==> src/rtl/counter_seg_display.sv <==
// Display stage for a 4-bit counter: accumulates carries into a high hex digit,
// latches both digits (with freeze) and scans them onto a two-digit 7-segment display.
module counter_seg_display #(
  parameter int SCAN_DIV       = 4,
  parameter bit SEG_ACTIVE_LOW = 1'b1
) (
  input  logic       clk,
  input  logic       reset,
  input  logic [3:0] q,
  input  logic       cout,
  input  logic       freeze,
  output logic [6:0] seg,
  output logic [1:0] an,
  output logic [3:0] hi,
  output logic       ovf
);

  localparam int PRE_W = (SCAN_DIV > 1) ? $clog2(SCAN_DIV) : 1;
  localparam logic [PRE_W-1:0] PRE_LAST = PRE_W'(SCAN_DIV - 1);

  // Hex font in {g,f,e,d,c,b,a} order, with the board's drive polarity applied.
  function automatic logic [6:0] seg_code(input logic [3:0] d);
    logic [6:0] c;
    case (d)
      4'h0: c = 7'h3F;
      4'h1: c = 7'h06;
      4'h2: c = 7'h5B;
      4'h3: c = 7'h4F;
      4'h4: c = 7'h66;
      4'h5: c = 7'h6D;
      4'h6: c = 7'h7D;
      4'h7: c = 7'h07;
      4'h8: c = 7'h7F;
      4'h9: c = 7'h6F;
      4'hA: c = 7'h77;
      4'hB: c = 7'h7C;
      4'hC: c = 7'h39;
      4'hD: c = 7'h5E;
      4'hE: c = 7'h79;
      default: c = 7'h71;
    endcase
    return SEG_ACTIVE_LOW ? ~c : c;
  endfunction

  logic             r_cout_d;
  logic [3:0]       r_hi;
  logic             r_ovf;
  logic [3:0]       r_disp_lo;
  logic [3:0]       r_disp_hi;
  logic [PRE_W-1:0] r_pre;
  logic             r_sel;
  logic [1:0]       r_an;
  logic [6:0]       r_seg;

  logic       w_carry;
  logic [3:0] w_digit;

  assign w_carry = cout & ~r_cout_d;
  assign w_digit = r_sel ? r_disp_hi : r_disp_lo;

  // NOTE: every register uses <= so all blocks see pre-edge values; disp_hi
  // therefore captures hi before this edge's increment.
  always_ff @(posedge clk or negedge reset) begin
    if (!reset) begin
      r_cout_d <= 1'b0;
      r_hi     <= 4'h0;
      r_ovf    <= 1'b0;
    end else begin
      r_cout_d <= cout;
      if (w_carry) begin
        r_hi <= r_hi + 4'h1;
        if (r_hi == 4'hF) r_ovf <= 1'b1;
      end
    end
  end

  always_ff @(posedge clk or negedge reset) begin
    if (!reset) begin
      r_disp_lo <= 4'h0;
      r_disp_hi <= 4'h0;
    end else if (!freeze) begin
      r_disp_lo <= q;
      r_disp_hi <= r_hi;
    end
  end

  always_ff @(posedge clk or negedge reset) begin
    if (!reset) begin
      r_pre <= '0;
      r_sel <= 1'b0;
    end else if (r_pre == PRE_LAST) begin
      r_pre <= '0;
      r_sel <= ~r_sel;
    end else begin
      r_pre <= r_pre + 1'b1;
    end
  end

  // Registered drive keeps anode and segment changes aligned on the same edge.
  always_ff @(posedge clk or negedge reset) begin
    if (!reset) begin
      r_an  <= 2'b10;
      r_seg <= seg_code(4'h0);
    end else begin
      r_an  <= r_sel ? 2'b01 : 2'b10;
      r_seg <= seg_code(w_digit);
    end
  end

  assign seg = r_seg;
  assign an  = r_an;
  assign hi  = r_hi;
  assign ovf = r_ovf;

endmodule
==> config.mk <==
export PLATFORM = sky130hd
export DESIGN_NAME = counter_seg_display
export DESIGN_NICKNAME = d
export VERILOG_FILES = /design/src/rtl/counter_seg_display.sv
export SDC_FILE = /design/constraint.sdc
export NUM_CORES = 1
export LEC_CHECK = 0
export CORE_MARGIN = 1
export CORE_UTILIZATION = 25
export CTS_BUF_LIST = sky130_fd_sc_hd__clkbuf_16
export DETAILED_ROUTE_END_ITERATION = 10
export HOLD_SLACK_MARGIN = 0.05
export PLACE_DENSITY_LB_ADDON = 0.1
export REMOVE_ABC_BUFFERS = 1
export SYNTH_ARGS = -nofsm -noshare
export SYNTH_HDL_FRONTEND = slang
export SYNTH_SLANG_ARGS = --single-unit
export TNS_END_PERCENT = 10
==> constraint.sdc <==
create_clock -name clk -period 2.53 [get_ports clk]
set_clock_uncertainty 0.05 [all_clocks]
set_input_delay 0.506 -clock clk [delete_from_list [all_inputs] [get_ports clk]]
set_output_delay 0.506 -clock clk [all_outputs]
set_load 0.005 [all_outputs]
After elaboration in Yosys (flattened, before gate mapping)
Memories as Yosys holds them, arrays and structs flattened.
Index checks and enable logic that the tools add are counted.
W data, S select, Z words.

cells by class
  add/sub/neg operators = 2
  equal/unequal tests = 2
  muxes and demuxes = 3
  bitwise operators = 4
  reductions and logical operators = 1

operators by type and width
  operator               number
  $not A7 Y7             1
  $add A4 B1 Y4 const B  1
  $eq A4 B4 Y1 const B   1
  $mux W2                2
  $mux W4                1
  $add A2 B1 Y2 const B  1
  $eq A2 B2 Y1 const B   1
  $not A1 Y1             2
  $reduce_and A2 Y1      1
  $and A1 B1 Y1          1

word-level totals
  flip-flop bits (word level) = 26
  ROM bits = 112
  input port bits = 8
  memories = 1

memories
  memory            depth  bits a word  read ports  clocked after memory_dff  wr ports  line  text
  (name not given)  16     7            1           0                         0         24    case (d)

Longest topological paths before layout
Gate-level depths: netlist (run 1).

  depth in word-level cells = 3
  gate-level depth with buffers = 7
  depth with buffers taken out = 6

Worst setup path before layout (run 1)
Ideal clock, no wire load.

  kind = reg-to-reg
  start point = register r_sel
  end point = register r_seg[5] (netlist: seg[5])
  library setup time = 121 ps
  arrival = 1551 ps
  required time = 2359 ps
  path slack = 808 ps
  stages on the path, launching flop included = 8
  clock period less this slack = 1722 ps
  cell sequence = dfrtp_1 buf_6 mux2i_1 inv_1 ha_1 inv_1 mux2i_1 a22o_1

between the ends
  longest elaborated chain between the ends = 3

ends and longest elaborated chain
  element                 line  text
  from (decl)             51    logic r_sel;
  from (signal assigned)  93    r_sel <= ~r_sel;
  $mux W4                 59    assign w_digit = r_sel ? r_disp_hi : r_disp_lo;
  $mem_v2 Z16 W7          --
  $not A7 Y7              42    return SEG_ACTIVE_LOW ? ~c : c;
  to (signal assigned)    103   r_seg <= seg_code(4'h0);
  to (signal assigned)    106   r_seg <= seg_code(w_digit);
  to (decl)               53    logic [6:0] r_seg;

Every way passes these cells.
A chain may end at the register's enable or synchronous reset.

Final worst setup path (run 1)
Ends and elaborated chain as after synthesis.

==> impl_metrics.csv, run 1 <==
group,metric,value,unit
final_layout,layout_commonest_cell,"dfrtp_1",
final_layout,layout_common_cells,"24 x dfrtp_1, 21 x clkdlybuf4s50_1, 10 x mux2_1, 8 x ha_1, 7 x mux2i_1",
timing,layout_worst_path_cycle_share,0.832,
critical_path,critical_path_cell_count,6,
critical_path,slowest_stage,"dfrtp_1",
route,drtAntennaViolNets,0,
critical_path,crit_chain,"mux2i_1 -> inv_1 -> ha_1 -> inv_1 -> mux2i_1 -> a22o_1",
timing,setup_viol,0,
route,vias,726,
clock_tree,clk_latency,250,ps
grt,grt_max_degree,27,
final_layout,layoutNonFillerInstCount,162,
power_and_ir_drop,powerDensity,826,mW/mm²
critical_path,critical_path_peak_fanout,8,
final_layout,final_nets,127,
flow_run,drv_cap,0,
floorplan,die_area,0.00506,mm²
logic_synthesis,ys_seq_area_frac,0.547,
placed_design,dp.final_hpwl,1510,µm
critical_path,cp-endpoint,"seg[5]$_DFF_PN0_",
critical_path,required,2620,ps
timing,worst_slack,424,ps
placed_design,place_congestion,0.680,
final_layout,fin_util,0.342,
clock_tree,path_clk_slew,60,ps
timing,holdWs,381,ps
clock_tree,cts.path.max_buffers,2,
clock_tree,postCtsSetupBuffers,0,
timing,finalMaxSlewViolations,0,
route,wl,2130,µm
grt,grt_pass1_wl,3960,µm
floorplan,io_pins,22,
final_layout,syn_to_final_growth,28.1,%
timing,tns,0,ps
power_and_ir_drop,p_leak,0.675,nW
clock_tree,cts_tree,"done",
grt,grt_pass1_vias,810,
floorplan,die_h,71.1,µm
clock_tree,hold_buffers,0,
critical_path,max_stage_delay,600,ps
logic_synthesis,yosysWarnings,0,
placed_design,io_buffers,21,
power_and_ir_drop,ir_worst_vdd,0.606,mV
route,wl_per_cell,13.1,µm
placed_design,dp_cells,158,
logic_synthesis,yosys_register_bits,26,
route,drtPass1Iterations,5,
timing,tightestPinTransition,591,ps
critical_path,r2r_start,"r_sel$_DFFE_PN0N_",
clock_tree,cts_max_level,1,
floorplan,rows,24,
logic_synthesis,syn_avg_cell_area,13.7,µm²
final_layout,drive_above_1_share,0.0909,
critical_path,path_delay_family,"multiplexers",
floorplan,die-width,71.1,µm
critical_path,critPathArrivalTime,2200,ps
timing,rsz0062_at_grt,"false",
critical_path,start_kind,"register",
route,drc,0,
logic_synthesis,syn_area,0.00119,mm²
final_layout,n_antenna_cell,0,
grt,overflow,0,
clock_tree,cts_resized,0,
grt,antenna_found_initial,0,
placed_design,pre_cts_ws,393,ps
critical_path,end_kind,"register",
clock_tree,clkSinkCount,26,
clock_tree,clockRootBuffer,"clkbuf_16",
floorplan,initial_core_util,0.267,
critical_path,reg2reg_slack,420,ps
critical_path,r2r_end,"seg[5]$_DFF_PN0_",
floorplan,core-area,0.00447,mm²
hold_path,min_path_type,"register to register",
run_status,status,"complete, no violations",
critical_path,critPathLaunch,"r_sel$_DFFE_PN0N_",
critical_path,critPathBufInv,2,
logic_synthesis,syn_inst,87,
critical_path,reg2regPathDepth,6,
clock_tree,numCtsBuffers,3,
timing,fin_crit,2110,ps
critical_path,critPathKind,"register to register",
timing,relSlewSlack,0.595,
grt,track_usage,0.102,
logic_synthesis,synth_cell_types,26,
timing,max_freq,475,MHz
route,vias_per_cell,4.48,
route,drtIter0Drc,19,
timing,hold_violations,0,
[worst reg2reg max path: stages, from the launching register on]
cell and delay (ps):
dfrtp_1 600, mux2i_1 590, inv_1 180, ha_1 260, inv_1 70, mux2i_1 60
a22o_1 190
[kinds of logic after synthesis]
kind of cell / synth area share
fa+ha+maj: 0.0838
compound gates: 0.0524
buf+inv: 0.0408
simple gates: 0.0471
xor+xnor: 0.0367
mux: 0.193
flops: 0.547
[state kept, by name, summed over array words and instances, names as in the netlist]
register   count
an             2
r_disp_hi      4
r_cout_d       1
ovf            1
r_sel          1
r_pre          2
r_disp_lo      4
hi             4
seg            7
[cell usage after synthesis]
master     instances  area [µm²]
xor2_1             2        17.5
dfstp_2            2        52.6
a22o_1             1        8.76
mux2i_4            1        22.5
nor2_1             2        7.51
nand4_1            1        6.26
a211oi_2           1        12.5
a31o_1             1        8.76
o21ai_1            1        5.00
mux2i_2            1        13.8
dfrtp_1           24         601
o2bb2ai_1          2        17.5
xnor2_1            3        26.3
ha_1               8         100
a41o_1             1        10.0
nor3_1             2        10.0
clkbuf_1           1        3.75
mux2_1            10         113
mux2_2             1        11.3
buf_6              2        22.5
and3_1             1        6.26
nand2_1            4        15.0
nand3_1            1        5.00
inv_1              6        22.5
nor2b_1            1        6.26
mux2i_1            7        70.1
[how the worst min path moves through the flow]
stage,startpoint,endpoint,cells past startpoint
after global placement,r_pre[0]$_DFF_PN0_,r_pre[0]$_DFF_PN0_,1
after CTS,r_pre[0]$_DFF_PN0_,r_pre[0]$_DFF_PN0_,1
after global routing,r_pre[0]$_DFF_PN0_,r_pre[0]$_DFF_PN0_,1
after detailed placement,r_pre[0]$_DFF_PN0_,r_pre[0]$_DFF_PN0_,1
after floorplan,reset,an[0]$_DFF_PN0_,0
final,r_pre[0]$_DFF_PN0_,r_pre[0]$_DFF_PN0_,1
[final cells by class]
cell class,count,area [µm²]
Multi-Input combinational cell,52,493
Fill cell,438,2940
Clock buffer,3,75.1
Sequential cell,26,653
Timing Repair Buffer,22,218
Clock inverter,1,3.75
Inverter,6,22.5
Tap cell,52,65.1
[metal layers]
layer | part of all wire | GRT usage | vias to the layer above
met5 | 0 | 0 | -
met4 | 0.0080 | 0.0267 | 0
met3 | 0.048 | 0.0370 | 2
met2 | 0.47 | 0.171 | 19
met1 | 0.48 | 0.126 | 358
li1 | - | - | 347
[stage by stage]
stage | power [mW] | area [µm²]
4_1_cts | 1.29 | 1530
5_1_grt | 1.36 | 1530
3_3_place_gp | 0.931 | 1450
2_1_floorplan | 0.743 | 1170
3_5_place_dp | 0.931 | 1450
6_report | 1.26 | 1530
[report_power, final]
| group | switching [mW] | total [mW] | internal (mW) |
|---|---|---|---|
| clock network | 0.135 | 0.346 | 0.211 |
| registers | 0.0876 | 0.604 | 0.517 |
| logic | 0.113 | 0.313 | 0.200 |
| total | 0.336 | 1.26 | 0.928 |
No activity file was read; power rests on OpenSTA's default activity.
==> run 2, diff against run 1 <==
clock period = 1.8 ns   (was 2.53 ns; I/O delays follow)
==> run 2 against run 1 <==
Net effect: the run now ends with design-rule violations left; worst hold slack got worse by 3.5 ps; clock power rose by 40%; clock-buffer cell count is the same; wire length decreased by 2.7%; setup slack worse by 280 ps; largest cell class unchanged.
==> impl_metrics.csv, run 2 (synthesis gave the netlist of run 1 again) <==
group,metric,value,unit
route,drc,1,
critical_path,slowest_stage,"dfstp_2",
final_layout,layout_commonest_cell,"dfrtp_1",
flow_run,drv_cap,0,
timing,relSlewSlack,0.782,
power_and_ir_drop,p_leak,0.711,nW
placed_design,place_congestion,0.754,
final_layout,n_antenna_cell,0,
timing,finalMaxSlewViolations,0,
floorplan,core-area,0.00447,mm²
route,vias,735,
timing,tightestPinTransition,321,ps
power_and_ir_drop,ir_worst_vdd,0.583,mV
timing,rsz0062_at_grt,"false",
run_status,status,"finished, violations left",
route,drtIter0Drc,30,
clock_tree,cts.path.max_buffers,2,
timing,layout_worst_path_cycle_share,0.922,
critical_path,critPathBufInv,1,
floorplan,die_area,0.00506,mm²
grt,grt_max_degree,27,
placed_design,dp.final_hpwl,1550,µm
grt,track_usage,0.0969,
floorplan,die-width,71.1,µm
floorplan,io_pins,22,
final_layout,drive_above_1_share,0.164,
clock_tree,clockRootBuffer,"clkbuf_16",
clock_tree,cts_tree,"done",
final_layout,stdcell_area,0.00158,mm²
critical_path,required,1390,ps
final_layout,largest_reg_flops,7,
timing,hold_violations,0,
critical_path,path_delay_family,"flip-flops",
clock_tree,path_clk_slew,60,ps
critical_path,max_stage_delay,520,ps
clock_tree,cts_max_level,1,
critical_path,critical_path_peak_fanout,1,
final_layout,layout_common_cells,"23 x dfrtp_1, 21 x clkdlybuf4s50_1, 10 x mux2_1, 8 x ha_1",
grt,overflow,0,
critical_path,critPathKind,"register to output port",
placed_design,dpl_cell_area,0.00150,mm²
route,vias_per_cell,4.38,
route,drtAntennaViolNets,0,
run_status,violations,"design-rule violations",
timing,fin_crit,1660,ps
route,drtPass1Iterations,9,
critical_path,end_kind,"output port",
critical_path,start_kind,"register",
power_and_ir_drop,powerDensity,1130,mW/mm²
grt,grt_pass1_wl,3800,µm
placed_design,io_buffers,21,
clock_tree,numCtsBuffers,3,
floorplan,rows,24,
clock_tree,clk_latency,250,ps
grt,antenna_found_initial,0,
floorplan,initial_core_util,0.267,
critical_path,crit_chain,"clkdlybuf4s50_1",
timing,tns,0,ps
final_layout,final_nets,133,
route,wl,2070,µm
route,wl_per_cell,12.3,µm
timing,setup_viol,0,
timing,max_freq,602,MHz
critical_path,critPathArrivalTime,1250,ps
clock_tree,clkSinkCount,26,
final_layout,syn_to_final_growth,32.6,%
floorplan,die_h,71.1,µm
hold_path,min_path_type,"register to register",
grt,grt_pass1_vias,778,
## run 2: final cells by class
type                    instances  area (µm²)
clock inverters                 1        3.75
well taps                      52        65.1
flip-flops and latches         26         654
multi-input cells              52         500
inverters                       6        22.5
fillers                       440        2890
repair buffers                 28         263
clock buffers                   3        75.1
## run 2: routing by layer
metal | global-route usage | routed length (µm) | share of wire | up-vias
li1 | - | - | - | 360
met1 | 0.129 | 1030 | 0.50 | 355
met2 | 0.150 | 926 | 0.45 | 18
met3 | 0.0342 | 97 | 0.047 | 2
met4 | 0.0267 | 18 | 0.0087 | 0
met5 | 0 | 0 | 0 | -
## run 2: power breakdown
part	leakage (nW)	internal [mW]	switching, mW	total [mW]
combinational	0.357	0.294	0.163	0.457
sequential	0.312	0.727	0.125	0.851
clock	0.0423	0.297	0.188	0.484
## run 2: stage by stage
| stage | setup WS [ps] | std cells | power [mW] | utilization | hold WS, ps |
|---|---|---|---|---|---|
| after floorplan | -34.9 | 84 | 1.04 | - | 14.4 |
| after global placement | 159 | 164 | 1.32 | 0.334 | 365 |
| after detailed placement | 69.7 | 164 | 1.32 | 0.334 | 373 |
| after CTS | 61.9 | 168 | 1.82 | 0.352 | 384 |
| after global routing | 68.3 | 168 | 1.93 | 0.354 | 405 |
| final | 140 | 168 | 1.79 | 0.354 | 377 |
## run 2: what timing repair did
item	in CTS	in global routing
hold buffers	0	0
gates resized for setup	0	3
buffers inserted	0	0
endpoints found under the setup margin	0	5
## run 2: path summary, 6_finish.rpt
| path | start | to | slack [ps] | depth (start not counted) |
|---|---|---|---|---|
| hold reg to reg | r_pre[0]$_DFF_PN0_ | r_pre[0]$_DFF_PN0_ | 380 | 1 |
| max in group asynchronous | reset | seg[6]$_DFF_PN1_ | 970 | 2 |
| setup / recovery | an[1]$_DFF_PN1_ | an[1] | 140 | 1 |
| setup reg to reg | r_sel$_DFFE_PN0N_ | seg[5]$_DFF_PN0_ | 220 | 6 |
| hold / removal | r_pre[0]$_DFF_PN0_ | r_pre[0]$_DFF_PN0_ | 380 | 1 |
| min in group asynchronous | reset | r_disp_lo[0]$_DFFE_PN0N_ | 430 | 2 |
